==> src/rtl/uart_tx.sv <==
`default_nettype none
// +----------------------------------------------------------------------------+
// | Module  : uart_tx                                                          |
// | Purpose : Byte-serial UART transmitter (8N1, LSB first). Accepts one byte  |
// |           on each rising edge of send while idle and returns a one-cycle   |
// |           txdone pulse when the stop bit completes.                        |
// | Ports   : clk    - system clock, rising edge active                        |
// |           rst    - asynchronous active-high reset                          |
// |           txdata - byte to transmit, sampled on the acceptance cycle       |
// |           send   - transmit request, rising edge significant               |
// |           txdone - one-cycle pulse at the end of the stop bit              |
// |           busy   - high from acceptance until txdone                       |
// |           tx     - registered serial line, idle high                       |
// | Config  : define UART_TX_PARITY_EN to insert an even-parity bit between    |
// |           D7 and the stop bit (11-bit frame).                              |
// | Revision: 1.0 - initial release                                            |
// +----------------------------------------------------------------------------+
module uart_tx #(
  parameter int CLK_FREQ = 50000000,
  parameter int BAUD     = 115200
) (
  input  logic       clk,
  input  logic       rst,
  input  logic [7:0] txdata,
  input  logic       send,
  output logic       txdone,
  output logic       busy,
  output logic       tx
);

  localparam int CLKS_PER_BIT = CLK_FREQ / BAUD;
  localparam int c_CNT_W      = (CLKS_PER_BIT > 2) ? $clog2(CLKS_PER_BIT) : 1;
  localparam logic [c_CNT_W-1:0] c_BAUD_LAST = c_CNT_W'(CLKS_PER_BIT - 1);

  generate
    if (CLKS_PER_BIT < 2) begin : g_cfg_check
      $error("uart_tx: CLK_FREQ/BAUD must be at least 2");
    end
  endgenerate

  localparam logic [2:0] c_ST_IDLE   = 3'd0;
  localparam logic [2:0] c_ST_START  = 3'd1;
  localparam logic [2:0] c_ST_DATA   = 3'd2;
`ifdef UART_TX_PARITY_EN
  localparam logic [2:0] c_ST_PARITY = 3'd3;
`endif
  localparam logic [2:0] c_ST_STOP   = 3'd4;

  logic [2:0]         r_state;
  logic               r_send_q;
  logic [7:0]         r_shift;
  logic [2:0]         r_bit_idx;
  logic [c_CNT_W-1:0] r_baud_cnt;
  logic               r_tx;
  logic               r_txdone;
  logic               r_busy;
`ifdef UART_TX_PARITY_EN
  logic               r_parity;
`endif

  logic w_req;
  logic w_bit_end;

  // Edge detect: the upstream buffer holds send high across a whole byte.
  assign w_req     = send & ~r_send_q;
  assign w_bit_end = (r_baud_cnt == c_BAUD_LAST);

  // tx is registered and loaded with the value of the bit being entered, so
  // the line changes on the same edge as the state.
  always_ff @(posedge clk or posedge rst) begin
    if (rst) begin
      r_state    <= c_ST_IDLE;
      r_send_q   <= 1'b0;
      r_shift    <= 8'h00;
      r_bit_idx  <= 3'd0;
      r_baud_cnt <= '0;
      r_tx       <= 1'b1;
      r_txdone   <= 1'b0;
      r_busy     <= 1'b0;
`ifdef UART_TX_PARITY_EN
      r_parity   <= 1'b0;
`endif
    end else begin
      r_send_q <= send;
      r_txdone <= 1'b0;
      case (r_state)
        c_ST_IDLE: begin
          if (w_req) begin
            r_shift    <= txdata;
            r_bit_idx  <= 3'd0;
            r_baud_cnt <= '0;
            r_busy     <= 1'b1;
            r_tx       <= 1'b0;
            r_state    <= c_ST_START;
`ifdef UART_TX_PARITY_EN
            r_parity   <= ^txdata;
`endif
          end
        end

        c_ST_START: begin
          if (w_bit_end) begin
            r_baud_cnt <= '0;
            r_tx       <= r_shift[0];
            r_state    <= c_ST_DATA;
          end else begin
            r_baud_cnt <= r_baud_cnt + 1'b1;
          end
        end

        c_ST_DATA: begin
          if (w_bit_end) begin
            r_baud_cnt <= '0;
            r_bit_idx  <= r_bit_idx + 3'd1;
            if (r_bit_idx == 3'd7) begin
`ifdef UART_TX_PARITY_EN
              r_tx    <= r_parity;
              r_state <= c_ST_PARITY;
`else
              r_tx    <= 1'b1;
              r_state <= c_ST_STOP;
`endif
            end else begin
              // Next bit is shift[1]; present it now as it lands in shift[0].
              r_shift <= {1'b0, r_shift[7:1]};
              r_tx    <= r_shift[1];
            end
          end else begin
            r_baud_cnt <= r_baud_cnt + 1'b1;
          end
        end

`ifdef UART_TX_PARITY_EN
        c_ST_PARITY: begin
          if (w_bit_end) begin
            r_baud_cnt <= '0;
            r_tx       <= 1'b1;
            r_state    <= c_ST_STOP;
          end else begin
            r_baud_cnt <= r_baud_cnt + 1'b1;
          end
        end
`endif

        c_ST_STOP: begin
          if (w_bit_end) begin
            r_baud_cnt <= '0;
            r_txdone   <= 1'b1;
            r_busy     <= 1'b0;
            r_state    <= c_ST_IDLE;
          end else begin
            r_baud_cnt <= r_baud_cnt + 1'b1;
          end
        end

        default: begin
          r_baud_cnt <= '0;
          r_tx       <= 1'b1;
          r_busy     <= 1'b0;
          r_state    <= c_ST_IDLE;
        end
      endcase
    end
  end

  assign tx     = r_tx;
  assign txdone = r_txdone;
  assign busy   = r_busy;

endmodule
`default_nettype wire

==> config.mk <==
export PLATFORM = sky130hd
export DESIGN_NAME = uart_tx
export DESIGN_NICKNAME = d
export VERILOG_FILES = /design/src/rtl/uart_tx.sv
export SDC_FILE = /design/constraint.sdc
export NUM_CORES = 1
export LEC_CHECK = 0
export BUFFER_PORTS_ARGS = -buffer_cell sky130_fd_sc_hd__buf_2
export CAP_MARGIN = 15
export CORE_MARGIN = 2
export CORE_UTILIZATION = 45
export DETAILED_ROUTE_END_ITERATION = 8
export SLEW_MARGIN = 20
export SYNTH_ARGS = -nofsm -noshare
export SYNTH_HDL_FRONTEND = slang
export SYNTH_SLANG_ARGS = --single-unit
==> constraint.sdc <==
create_clock -name clk -period 2.35 [get_ports clk]
set_input_delay 0.235 -clock clk [delete_from_list [all_inputs] [get_ports clk]]
set_output_delay 0.235 -clock clk [all_outputs]
set_load 0.02 [all_outputs]
==> run summary <==
power density over cell area - 728.0 nW/um^2
Area growth, synth to finish - 6.619%
Sw Share - 30.78%
Synth Flop Type - dfrtp_1
clk_lat worst skew - 0.33 ns
max-cap violation count - 0
Die H - 62.70 um
Initial DRC Count - 42
outcome - finished clean
CTS buffer count - 3
nets - 167
layout cell share with drive strength beyond 1 - 27.81%
CP most frequent cell - ha_1
Worst Tran Pin Value - 0.6168 ns
Largest delay share family, worst path - compound AO/OA/AOI/OAI gates
Worst Skew - 0.004210 ns
crit-path cells - ha_1 > ha_1 > nor4_2 > o21a_1 > mux2_4
Pleak - 0.7068 nW
RSZ-0062 raised after global routing - false
n_diodes - 0
crit-path max cell delay - 0.47 ns
Hold-fix buffers, CTS - 1
Clock Pin Slew Worst Setup and Hold Paths - 0.14 ns
largest net degree at the start of global routing - 28
Post-Place Cells - 192
fill count - 322
H-tree depth - 1
Min Clock Period, post-route - 2.072 ns
Post-CTS Setup Inserts - 0
pre-CTS WS - 0.2989 ns
worst-case clock buffer depth - 2
area of the die - 3931 sq um
Comb power frac - 27.0%
Final Hold Fails - 0
Flop pwr share - 56.1%
period utilisation layout - 88.19%
DRC violations left - 0
asr flop ratio synth - 100.0%
relative slew slack - 58.88%
Yosys cell types - 45
root buf cell - clkbuf_4
IO buf count - 13
number of global-route vias before repair - 1101
worst hold slack - 0.02847 ns
total core area - 3311 sq um
pins over their slew limit - 0
first-pass GRT wire length - 5.050 mm
Post-Syn Area - 1550 sq um
Net Count, Synth - 153
total grt overflow - 0
final setup vio count - 0
Cell Area, Placed - 1617 sq um
EDFF count, synth - 0
sequential fraction of the synthesis area - 43.66%
critical path data required time - 2.58 ns
Initial Utilization - 46.83%
post-route ant nets - 0
clock power share - 17.0%
vias per cell - 5.457
HP Class - input pin to flip-flop
Yosys reg bits - 27
clk sinks - 27
CP max FO - 8
Vias - 1075
Buf/Inv on CP - 0
CP Launch Type - flip-flop
WL final - 2.819 mm
Syn Inst Count - 138
Finished Layout Cells - 197
final setup margin - 0.2777 ns
Mean Syn Cell Area - 11.23 sq um
IO Count - 14
Crit Path Class - flip-flop to flip-flop
WL per Instance - 14.31 um
Multi-input gate area - 783.3 sq um
VDD IR max - 0.3367 mV
Setup TNS - 0 ns
placer congestion estimate - 0.7690
DP HPWL - 2.094 mm
WP data arrival - 2.30 ns
Net Sw Power - 370.3 uW
initial antenna violation count - 0
crit end category - flip-flop
internal cell power - 833.0 uW
cell row count - 21
post-CTS sizing - 0
Syn. warnings - 0
chip width - 62.70 um
GRT Total Usage - 16.02%
final instance area - 1653 sq um
CTS tree - built
CP max stage cell - o21a_1
Peak Freq - 0.4825 GHz
Register Area - 676.9 sq um
DRT Pass-1 Iters - 4
==> through the flow <==
stage	power (mW)	util, %
2_1_floorplan	0.9361	-
3_3_place_gp	1.000	48.83
3_5_place_dp	1.011	48.83
4_1_cts	1.213	49.92
5_1_grt	1.291	49.92
6_report	1.203	49.92
==> synth_stat cells (2+ instances only) <==
cell type	number	area, sq um
mux2_4	8	120.1
or3_1	3	18.77
inv_1	5	18.77
o311ai_0	2	17.52
a22oi_1	2	15.01
dfrtp_1	26	650.6
nor2_1	9	33.78
a21oi_1	8	40.04
mux2_2	7	78.83
nand4b_1	2	17.52
nor3_1	3	15.01
nand3_1	5	25.02
nand2_1	4	15.01
o31ai_1	3	22.52
buf_6	4	45.04
xnor2_1	2	17.52
a211o_1	2	17.52
xor2_1	3	26.28
o21ai_0	11	55.05
ha_1	4	50.05
==> placed cells by master, fill, tap and decap left out, types with 2 or more instances in the layout <==
| cell | count |
|---|---|
| o31ai_1 | 3 |
| nor3_1 | 3 |
| clkbuf_4 | 3 |
| nand3_1 | 5 |
| o21ai_0 | 11 |
| mux2_4 | 8 |
| buf_4 | 2 |
| or3_1 | 3 |
| inv_1 | 5 |
| a22oi_1 | 2 |
| mux2_2 | 7 |
| a21oi_1 | 8 |
| ha_1 | 4 |
| a211o_1 | 2 |
| o311ai_0 | 2 |
| nor2_1 | 9 |
| nand4b_1 | 2 |
| xnor2_1 | 2 |
| dfrtp_1 | 26 |
| buf_2 | 13 |
| xor2_1 | 3 |
| nand2_1 | 4 |
==> registers in the layout, summed over array words and instances, names as in the netlist <==
| register | count |
|---|---|
| txdone | 1 |
| r_baud_cnt | 9 |
| busy | 1 |
| tx | 1 |
| r_send_q | 1 |
| r_bit_idx | 3 |
| r_shift | 8 |
| r_state | 3 |
==> worst paths after layout <==
kind | startpoint | to | slack [ns] | depth (start not counted)
worst max-delay path | r_bit_idx[0] | r_shift[3] | 0.28 | 5
worst min-delay path | send | r_send_q | 0.03 | 1
worst max register to register | r_bit_idx[0] | r_shift[3] | 0.28 | 5
worst min register to register | r_shift[4] | r_shift[4] | 0.53 | 1
max in group asynchronous | rst | tx | 1.56 | 4
min in group asynchronous | rst | r_shift[5] | 0.49 | 4
==> worst register-to-register path: stages (launching register included) <==
cell and delay, ns:
dfrtp_1 0.44, ha_1 0.21, ha_1 0.24, nor4_2 0.28, o21a_1 0.47, mux2_4 0.34
==> cells by family (layout without fill, tap and decap cells) <==
logic type	Yosys count	count (layout)	share of synthesized area, %
simple gates	39	39	16.39
compound gates	35	35	14.61
flops	27	27	43.66
mux	16	16	13.48
buf+inv	12	25	5.811
xor+xnor	5	5	2.825
fa+ha+maj	4	4	3.229
==> power groups by stage <==
| stage | combinational (mW) | clock (mW) | sequential (mW) |
|---|---|---|---|
| after floorplan | 0.274 | 0 | 0.662 |
| after global placement | 0.319 | 0 | 0.682 |
| after detailed placement | 0.328 | 0 | 0.683 |
| after global routing | 0.364 | 0.233 | 0.694 |
| after CTS | 0.330 | 0.208 | 0.675 |
| final | 0.324 | 0.205 | 0.674 |
==> routing by layer <==
layer	track usage [%]	part of all wire, %	up-vias
li1	-	-	526
met1	21.16	47	523
met2	27.28	49	22
met3	2.162	3.2	4
met4	5.000	1.3	0
met5	0	0	-
==> layout make-up <==
type                       instances  share of cell area [%]
tap                               46                   3.482
multi-input combinational         99                   47.39
clock buffer                       4                   1.590
sequential                        27                   40.95
inverter                           5                   1.136
timing repair buffer              16                   5.450
(Power assumes the default switching activity.)
